## src/rtl/cond_flag_unit.sv

```systemverilog
// Condition-flag unit: architectural NZCV register, ARM condition evaluation
// behind a one-deep valid/ready output stage, and carry return to the ALU.
module cond_flag_unit #(
  parameter bit BYPASS  = 1'b1,
  parameter bit NV_PASS = 1'b0
) (
  input  logic       clk,
  input  logic       reset,
  input  logic       aluN,
  input  logic       aluZ,
  input  logic       aluC,
  input  logic       aluV,
  input  logic       flagsWrite,
  input  logic       flush,
  input  logic [3:0] condIn,
  input  logic       condValid,
  output logic       condReady,
  output logic       condPass,
  output logic       outValid,
  input  logic       outReady,
  output logic [3:0] flags,
  output logic       carryOut
);

  typedef enum logic {EMPTY = 1'b0, FULL = 1'b1} state_t;

  state_t     state_p0;
  state_t     state_nxt;
  logic [3:0] flags_p0;
  logic       pass_p0;
  logic [3:0] alu_flags;
  logic [3:0] eval_flags;
  logic       accept;

  function automatic logic cond_eval(input logic [3:0] cond, input logic [3:0] f);
    logic n, z, c, v;
    logic r;
    {n, z, c, v} = f;
    case (cond)
      4'b0000: r = z;
      4'b0001: r = !z;
      4'b0010: r = c;
      4'b0011: r = !c;
      4'b0100: r = n;
      4'b0101: r = !n;
      4'b0110: r = v;
      4'b0111: r = !v;
      4'b1000: r = c & !z;
      4'b1001: r = !c | z;
      4'b1010: r = (n == v);
      4'b1011: r = (n != v);
      4'b1100: r = !z & (n == v);
      4'b1101: r = z | (n != v);
      4'b1110: r = 1'b1;
      default: r = NV_PASS;
    endcase
    return r;
  endfunction

  assign alu_flags  = {aluN, aluZ, aluC, aluV};
  // Forwarding lets a flag-setting instruction's successor see its flags in the same cycle.
  assign eval_flags = (BYPASS && flagsWrite) ? alu_flags : flags_p0;
  assign accept     = condValid & condReady;

  // Stage p0: architectural flag register, independent of the handshake
  always_ff @(posedge clk or posedge reset) begin
    if (reset) begin
      flags_p0 <= 4'b0000;
    end else if (flagsWrite) begin
      flags_p0 <= alu_flags;
    end
  end

  // Stage p0: output-stage state register
  always_ff @(posedge clk or posedge reset) begin
    if (reset) begin
      state_p0 <= EMPTY;
    end else begin
      state_p0 <= state_nxt;
    end
  end

  always_ff @(posedge clk or posedge reset) begin
    if (reset) begin
      pass_p0 <= 1'b0;
    end else if (accept && !flush) begin
      pass_p0 <= cond_eval(condIn, eval_flags);
    end
  end

  always_comb begin
    state_nxt = state_p0;
    if (flush) begin
      state_nxt = EMPTY;
    end else if (accept) begin
      state_nxt = FULL;
    end else if (state_p0 == FULL && outReady) begin
      state_nxt = EMPTY;
    end
  end

  always_comb begin
    outValid  = (state_p0 == FULL);
    condReady = !outValid | outReady;
    condPass  = pass_p0;
    flags     = flags_p0;
    carryOut  = flags_p0[1];
  end

endmodule

```

## config.mk

```make
export PLATFORM = sky130hd
export DESIGN_NAME = cond_flag_unit
export DESIGN_NICKNAME = d
export VERILOG_FILES = /design/src/rtl/cond_flag_unit.sv
export SDC_FILE = /design/constraint.sdc
export NUM_CORES = 1
export LEC_CHECK = 0
export BUFFER_PORTS_ARGS = -buffer_cell sky130_fd_sc_hd__buf_2
export CAP_MARGIN = 20
export CELL_PAD_IN_SITES_DETAIL_PLACEMENT = 1
export CELL_PAD_IN_SITES_GLOBAL_PLACEMENT = 1
export CORE_UTILIZATION = 33
export DETAILED_ROUTE_END_ITERATION = 8
export PLACE_DENSITY = 0.75
export SETUP_SLACK_MARGIN = 0.4
export SYNTH_ARGS = -nofsm -noshare
export SYNTH_HDL_FRONTEND = slang
export SYNTH_SLANG_ARGS = --single-unit
```

## constraint.sdc

```tcl
create_clock -name clk -period 2.9 [get_ports clk]
set_input_delay 0.435 -clock clk [delete_from_list [all_inputs] [get_ports clk]]
set_output_delay 0.435 -clock clk [all_outputs]
set_load 0.005 [all_outputs]
```

## After elaboration in Yosys (flattened, before gate mapping)

Cells that the tools add are included.

| storage, ports and cells | value |
|---|---|
| register bits | 6 |
| bits in read-only memories | 0 |
| memories | 0 |
| output and inout bits | 8 |
| input bits | 14 |
| latch bits | 0 |
| memory bits (writable) | 0 |

| cells by class | value |
|---|---|
| eq/ne operators | 16 |
| add/subtract/negate cells | 0 |
| bitwise operators | 6 |
| mux-type cells | 5 |
| reductions and logical operators | 10 |
| shift-type cells | 0 |
| $mul | 0 |
| order comparisons | 0 |
| divide/modulo/power cells | 0 |

Operators by type and width:

| cell | count |
|---|---|
| $eq A4 B4 Y1 const B | 7 |
| $eq A4 B3 Y1 const B | 4 |
| $pmux W1 S15 | 1 |
| $eq A4 B2 Y1 const B | 2 |
| $logic_not A1 Y1 | 6 |
| $eq A4 B1 Y1 const B | 1 |
| $logic_not A4 Y1 | 1 |
| $mux W4 | 1 |
| $and A1 B1 Y1 | 3 |
| $mux W1 | 3 |
| $or A1 B1 Y1 | 3 |
| $reduce_bool A3 Y1 | 1 |
| $logic_and A1 B1 Y1 | 2 |
| $eq A1 B1 Y1 | 1 |
| $ne A1 B1 Y1 | 1 |

## Depth between registers and ports, before layout

Gate-level depths: netlist (run 1).

| depth | value |
|---|---|
| depth after elaboration | 5 |
| mapped depth | 6 |

## Worst setup path after synthesis (run 1)

No wires, ideal clock.

| timing path | value |
|---|---|
| path type | input to register |
| from | input flagsWrite |
| to | register pass_p0, in the netlist condPass |
| setup time | 0.082 ns |
| cell stages on the path | 6 |
| path slack | 1.213 ns |
| data arrival time | 1.605 ns |
| cell sequence | buf_6 mux2_4 or4_1 o311ai_1 a311oi_1 a31oi_1 |

| between the ends | value |
|---|---|
| longest elaborated chain between the ends | 4 |

Ends and longest elaborated chain:

| what | RTL line | source |
|---|---|---|
| start: declaration | 13 | `input logic flagsWrite,` |
| $mux W4 (*) | 62 | `assign eval_flags = (BYPASS && flagsWrite) ? alu_flags : flags_p0;` |
| net eval_flags[3] | 32 | `logic [3:0] eval_flags;` |
| $ne A1 B1 Y1 or $eq A1 B1 Y1 (tied branches) | - |  |
| $or A1 B1 Y1 or $and A1 B1 Y1 (tied branches) | 53, 52 |  |
| $pmux W1 S15 (*) | 39 | `case (cond)` |
| end signal: assignment | 87 | `pass_p0 <= cond_eval(condIn, eval_flags);` |
| end: declaration | 30 | `logic pass_p0;` |

Mark *: on every way through the listed nets, which the timed path passes. The rest lies on a longest branch.
A chain may end at the register's enable or synchronous reset.

## Worst setup path after layout (run 1)

| timing path | value |
|---|---|
| from | register flags_p0[3], in the netlist flags[3] |
| to | register pass_p0, in the netlist condPass |

| between the ends | value |
|---|---|
| longest elaborated chain between the ends | 4 |

Ends and longest elaborated chain:

| what | RTL line | source |
|---|---|---|
| start: declaration | 29 | `logic [3:0] flags_p0;` |
| start signal: assignment | 70 | `flags_p0 <= alu_flags;` |
| $mux W4 (*) | 62 |  |
| net eval_flags[3] | 32 |  |
| $ne A1 B1 Y1 or $eq A1 B1 Y1 (tied branches) | - |  |
| $or A1 B1 Y1 or $and A1 B1 Y1 (tied branches) | 53, 52 |  |
| $pmux W1 S15 (*) | 39 |  |

Marks and branches as above.

==> results.txt, run 1 <==
The run finished with clean final reports. The setup slack after layout came out at ~1300 ps. The top-area cell type share of the netlist area came out at 31.83%.

The buffer levels on the longest clock path came out at 2. The number of nets in the synthesized netlist is 67. The floorplan core area is 1318 um^2. Using the TritonRoute via totals, the vias-per-cell ratio works out to 5.330. The part of the cycle the worst path needs is 54.89%. For this design, the slowest cell found on the critical path is sky130_fd_sc_hd__or4_1.

The number of nets in the final layout came out at 89. The worst-case register-to-register setup slack is 1310 ps. After the flow finishes, the layout carries non-filler instances totaling 88. The width of the chip came out at 39.81 um. The chip height is 39.81 um. The worst register-to-register path begins at flags[3]$_DFF_PP0_. The met1 capacity usage during global routing is between 20% and 30%. The post-detailed-placement cell area is 568.0 um^2.

Setup total negative slack on the finished layout was measured at 0 ps. The maximum fanout encountered on the critical timing path is 3. The largest clock skew in the final design came out at 5.839 ps. The fraction of the core area covered by cells at the end of the flow came out at between 40% and 50%. STA classifies the critical path endpoint as a register. The remaining antenna violation count after routing came out at 0. The worst slack on hold paths came out at 96.07 ps. The required time reported for the critical path endpoint is 3060 ps.

The number of warnings issued by yosys came out at 0. Dividing the synthesized area by the synthesized cell count gives 8.900 um^2. The first-pass GRT wire length came out at 1.731 mm. The cell type group with the largest total delay on the critical path is simple AND/OR/NAND/NOR gates. The count of fill cells added during filler insertion is 169.

The layout overhead on the synthesized area is 25.20%. The transition time of the tightest slew-check pin came out at approximately 420 ps. For this run, the leading register cell type out of synthesis is sky130_fd_sc_hd__dfrtp_1. The area of the die came out at 1584 um^2. After detailed routing, the average wire length per cell comes to 13.82 um. The worst path buffer plus inverter count is 0. The weighted congestion reported at the end of routability-driven placement is around 0.82. The worst min-delay path class is primary input to async pin.

The HPWL after detailed placement is 970.7 um. The number of instances in the synthesized netlist is 53. In this run the static leakage power is 0.2816 nW. The number of library cell types mapped by synthesis came out at 27. The pre-CTS setup slack is 1070 ps. The number of hold-slack violations in the final timing report was 0.

IR analysis of the VDD net gives a maximum drop of 0.1993 mV. met2 is the most crowded layer. The shortest period the worst path allows is between 1500 and 2000 ps. The worst register-to-register path ends at condPass$_DFFE_PP0P_. Summing the sequential cell areas from Yosys gives about a third of the chip area. The post-cts repair resize count came out at 0. The count of flip-flops with a built-in enable after synthesis is 0. The routing usage on met2 came out at 27.05%. The number of global-route vias before repair is just over 400.

In this run, placement finished with an instance count of 85. The total grt overflow came out at 0. Ranked by total cell area, the synthesized netlist is headed by sky130_fd_sc_hd__dfrtp_1, sky130_fd_sc_hd__mux2i_1, sky130_fd_sc_hd__xnor2_1. The initial detailed-routing violation count came out at 6. For this run, the detailed router's first-pass iteration total came to 4. The total count of max-transition violations in the final report is 0. The signal on the critical path passes through mux2_4 -> or4_1 -> o311ai_1 -> a311oi_1 -> a31oi_1. The max-capacitance violation count came out at 0. For this run, the slowest stage of the critical path takes ~470 ps. The largest total area in the synthesized netlist belongs to sky130_fd_sc_hd__dfrtp_1. During placement, the flow inserted port buffers numbering 21. The clock-pin slew on the worst setup and hold paths is around 50 ps. The aggregate routed wire length is 1.216 mm.

The global-route usage over all layers came out at 17.99%. The number of clock buffers added by TritonCTS is 3. The number of sinks driven by the clock tree is 6.

The peak clock frequency supported by timing is 628.2 MHz. The TritonCTS clock tree is done. The relative slew slack is 71.45%. The synthesized design contains 6 register bits. In the global route stage, met3 resource usage came out at 3.409%.

The clock latency at the later pin of the worst-skew pair is 250 ps. The DRC violation count after routing came out at 0. The worst reg-to-reg path cell count is 5. In this run the power density over the cells is 429.6 nW/um^2. Detailed routing inserted a total of 469 vias. The number of primary I/O pins came out at 22. The proportion of synthesized flip-flops having asynchronous set or reset is 100.0%. Buffers inserted to repair hold after CTS numbered 0.

The final non-filler cell area is just under 600 um^2. The maximum number of pins on one net before global-route repair is 10. In the final layout, the share of cells above drive strength 1 is a little under two fifths. Setup repair after global routing left no endpoint under its margin. The post-CTS setup repair buffer count came out at 0. The final antenna diode count came out at 0.

CTS built an H-tree with a depth of 1. The post-synth design cell area came out at ~470 um^2. The cell row count is 13. The clock root buffer is sky130_fd_sc_hd__clkbuf_4. The final-report setup violation count is 0.

Counting instances in the post-synthesis netlist gives the leading cell types as sky130_fd_sc_hd__dfrtp_1, sky130_fd_sc_hd__nor2_1, sky130_fd_sc_hd__nand2_1. The initial antenna violation count came out at 0. STA puts the critical path data arrival time at 1760 ps. The design draws 253.7 uW. The worst setup path is of the register to register kind. The starting density of the core came out at 35.80%. The category of the worst setup path launch point is a register.
[routing by layer]
layer  wire, um  part of all wire [%]
met1        563                    46
met5          0                     0
met2        554                    46
met4         46                   3.8
met3         52                   4.3
[cell type report]
| type | count | area (um^2) | share of cell area, % |
|---|---|---|---|
| inverter | 4 | 15.01 | 2.542 |
| tap | 15 | 18.77 | 3.178 |
| timing repair buffer | 21 | 105.1 | 17.80 |
| multi-input combinational | 39 | 279.0 | 47.25 |
| sequential | 6 | 150.1 | 25.42 |
| clock buffer | 3 | 22.52 | 3.814 |
[where the power goes]
group | leakage (nW) | switching [mW] | total, mW | internal (mW)
sequential | 0.0708 | 0.00649 | 0.100 | 0.0935
clock | 0.0138 | 0.0301 | 0.0769 | 0.0468
combinational | 0.197 | 0.0382 | 0.0768 | 0.0386
[layout by cell type (no fill, tap or decap), drive strengths merged, types with 2 or more instances in the layout]
cell type  count
a21oi          2
a31oi          2
buf           21
clkbuf         3
dfrtp          6
inv            4
mux2           3
mux2i          3
nand2          5
nand3          2
nor2           6
nor3b          2
xnor2          3
[state kept, by name (all words and copies together) (netlist names)]
name / cells
flags: 4
condPass: 1
outValid: 1
[logic make-up (layout without fill, tap and decap cells)]
group / after synthesis / in the layout / share of synthesized area (%)
compound gates: 8 / 8 / 11.14
xor+xnor: 3 / 3 / 5.571
buf+inv: 8 / 28 / 9.016
flops: 6 / 6 / 31.83
mux: 7 / 7 / 19.10
simple gates: 21 / 21 / 23.35
[worst max-delay path by stage]
stage	from	end	cells past startpoint
2_1_floorplan	flagsWrite	condPass$_DFFE_PP0P_	6
6_report	flags[3]$_DFF_PP0_	condPass$_DFFE_PP0P_	5
5_1_grt	flags[3]$_DFF_PP0_	condPass$_DFFE_PP0P_	5
3_3_place_gp	flagsWrite	condPass$_DFFE_PP0P_	6
4_1_cts	flags[3]$_DFF_PP0_	condPass$_DFFE_PP0P_	5
3_5_place_dp	flagsWrite	condPass$_DFFE_PP0P_	6
No activity file was read; power rests on OpenSTA's default activity.
==> run 2, diff against run 1 <==
--- a/config.mk
+++ b/config.mk
@@ -9,9 +9,9 @@
 export CAP_MARGIN = 20
 export CELL_PAD_IN_SITES_DETAIL_PLACEMENT = 1
 export CELL_PAD_IN_SITES_GLOBAL_PLACEMENT = 1
-export CORE_UTILIZATION = 33
+export CORE_UTILIZATION = 31
 export DETAILED_ROUTE_END_ITERATION = 8
-export PLACE_DENSITY = 0.75
+export PLACE_DENSITY = 0.71
 export SETUP_SLACK_MARGIN = 0.4
 export SYNTH_ARGS = -nofsm -noshare
 export SYNTH_HDL_FRONTEND = slang
==> constraint.sdc (replaced) <==
create_clock -name clk -period 1.6 [get_ports clk]
set_input_delay 0.24 -clock clk [delete_from_list [all_inputs] [get_ports clk]]
set_output_delay 0.24 -clock clk [all_outputs]
set_load 0.005 [all_outputs]
==> run 2 against run 1 <==
Compared with the run above: sequential power is 81% higher; worst setup slack worse by 1200 ps; worst hold slack better by 71 ps; global-route usage is 2.2 points higher; core utilization is 5.7 points higher; die area is 6.1% higher; final cell count is 8.0% higher; non-clock buffer count is 7 higher.
==> results.txt, run 2 (same netlist as run 1, synthesis figures left out) <==
The final instance count without filler cells is 95 (+8.0%). The final-report setup violation count is 0 (unchanged). The global-route usage over all layers came to 20.18% (+2.2 points).

The width of the chip came out at 41.01 um (+3.0%). The number of primary I/O pins came out at 22 (unchanged). The clock buffer count from CTS is 3 (unchanged).

The number of hold-slack violations in the final timing report is 0 (unchanged). The flip-flop count of the largest register, all copies and words added came out at 4 (unchanged). The setup path with the least slack is of type register to register. Clock tree synthesis selected as its root buffer the cell sky130_fd_sc_hd__clkbuf_4.

The relative slew slack came out at 66.71% (-4.7 points). The critical path goes through mux2_4 -> or4_1 -> o311ai_1 -> a311oi_1 -> a31oi_1. The cell count after placement was 91 (+7.1%). The tightest min-delay check is of the primary input to register type. The DRC violation count after routing is 0 (unchanged). The total count of max-transition violations in the final report is 0 (unchanged).

The reported leakage power is 0.3277 nW (+16%). The chip height is 41.01 um (+3.0%). The worst setup path is captured at a register. The post-CTS setup repair buffer count is 0 (unchanged). The worst setup path is launched from a register.

The buffer levels on the longest clock path came out at 2 (unchanged). The transition time of the tightest slew-check pin came out at 485.4 ps (+69.02 ps). The shortest period the worst path allows came out at 1537 ps (-54.79 ps). The weighted congestion reported at the end of routability-driven placement was 0.8563 (+4.6%). The peak clock frequency supported by timing is 650.6 MHz (+3.6%).

The count of TritonRoute iterations in the first routing pass is 4 (unchanged). The initial antenna violation count is 0 (unchanged). The clock-pin slew on the worst setup and hold paths came to 50 ps (about the same). The number of nets in the final layout is 96 (+7.9%).

The part of the cycle the worst path needs came to 96.07% (+41 points). The layout overhead on the synthesized area is 44.56%. The vias after detailed routing is 502 (+7.0%).

The area of the die came out at 1681 um^2 (+6.1%). The via density per instance came out at 5.284 (-0.85%). The starting density of the core came out at 34.94% (-0.86 points).

The first-pass GRT wire length is 2.070 mm (+20%). The depth of the CTS H-tree is 1 (unchanged). The aggregate routed wire length is 1.408 mm (+16%).

The largest clock skew in the final design came out at 7.134 ps (+1.295 ps). The most common library cell in the layout ignoring fill and taps is sky130_fd_sc_hd__buf_2. The proportion of layout cells with a drive suffix above 1 is 48.75% (+10 points). The max-capacitance violation count came out at 0 (unchanged). The total power per unit cell area came out at 724.7 nW/um^2 (+69%). The setup slack after layout came to 62.94 ps (-1245 ps). The floorplan core area came out at 1350 um^2 (+2.5%). The cell row count is 13 (unchanged). The number of sinks driven by the clock tree came out at 6 (unchanged).

In the layout the commonest cells are sky130_fd_sc_hd__buf_2, sky130_fd_sc_hd__nor2_1, sky130_fd_sc_hd__dfrtp_1. The routed length per instance is 14.82 um (+7.3%). The flow ran to the end, and the final reports show no timing, DRC or antenna violations. The HPWL after detailed placement came out at 1.082 mm (+11%). The delay of the slowest cell on the worst path is 410 ps (-60 ps).

The met1 capacity usage during global routing came out at 20.46% (+0.047 points). The final antenna diode count was 0 (unchanged). Broken down by cell family, the worst path's largest delay share belongs to flip-flops. The pre-CTS setup slack is -91.75 ps (-1162 ps). The worst path buffer plus inverter count came out at 0 (unchanged). The count of port buffers added during placement is 21 (unchanged).

The setup TNS after final layout is 0 ps (unchanged). The slowest stage of the critical path belongs to the cell sky130_fd_sc_hd__dfrtp_1. The worst slack on hold paths came out at 166.9 ps (+70.81 ps).

The met3 usage is 1.630% (-1.8 points). After global routing, the most crowded layer is met2. The total grt overflow came out at 0 (unchanged). Setup repair after global routing could not meet its margin everywhere.

The maximum ir drop on the vdd rail is 0.3282 mV (+65%). The clock latency at the later pin of the worst-skew pair is 240 ps (about the same). The initial detailed-routing violation count is 12 (+6). The maximum number of pins on one net before global-route repair is 10 (unchanged). The TritonCTS clock tree is done.

The remaining antenna violation count after routing is 0 (unchanged). The arrival time at the worst endpoint came out at 1690 ps (-70 ps). The number of global-route vias before repair came to 495 (+21%).

The required time reported for the critical path endpoint is 1760 ps (-1300 ps). The maximum fanout encountered on the critical timing path is 3 (unchanged). The count of fill cells added during filler insertion was 167 (-1.2%). The routing usage on met2 came out at 36.33% (+9.3 points).
[run 2: final timing paths]
kind / from / cells past startpoint / slack, ps / end
max in group asynchronous: reset / 3 / 950 / flags[2]$_DFF_PP0_
hold reg to reg: flags[0]$_DFF_PP0_ / 1 / 610 / flags[0]$_DFF_PP0_
setup / recovery: flags[3]$_DFF_PP0_ / 5 / 60 / condPass$_DFFE_PP0P_
setup reg to reg: flags[3]$_DFF_PP0_ / 5 / 60 / condPass$_DFFE_PP0P_
hold / removal: flush / 2 / 170 / outValid$_DFFE_PP0P_
min in group asynchronous: reset / 3 / 450 / flags[0]$_DFF_PP0_
[run 2: where the power goes]
part | switching (mW) | internal, mW
combinational | 0.0821 | 0.0905
sequential | 0.0115 | 0.169
clock | 0.0557 | 0.0849
[run 2: area by class of cell]
class / count / area [um^2] / area share, %
flip-flops and latches: 6 / 150.1 / 22.02
repair buffers: 28 / 170.2 / 24.95
well taps: 15 / 18.77 / 2.752
clock buffers: 3 / 22.52 / 3.303
inverters: 4 / 17.52 / 2.569
multi-input cells: 39 / 302.8 / 44.40
[run 2: per-stage QoR]
stage	total power [mW]	area, um^2	utilization [%]
after floorplan	0.2715	471.7	-
after global placement	0.3367	613.1	45.41
after detailed placement	0.3412	613.1	45.41
after CTS	0.4977	669.4	49.58
after global routing	0.5247	681.9	50.51
final	0.4942	681.9	50.51
[run 2: repair_timing]
action,in CTS,in global routing
gates resized for setup,7,3
hold buffers,1,0
endpoints found under the hold margin,6,0
setup endpoints to repair,2,2
pin swaps,7,3
[run 2: routing by layer]
layer | part of all wire [%] | vias to the layer above
met3 | 3.9 | 2
met2 | 54 | 19
li1 | - | 242
met1 | 41 | 239
met5 | 0 | -
met4 | 1.3 | 0
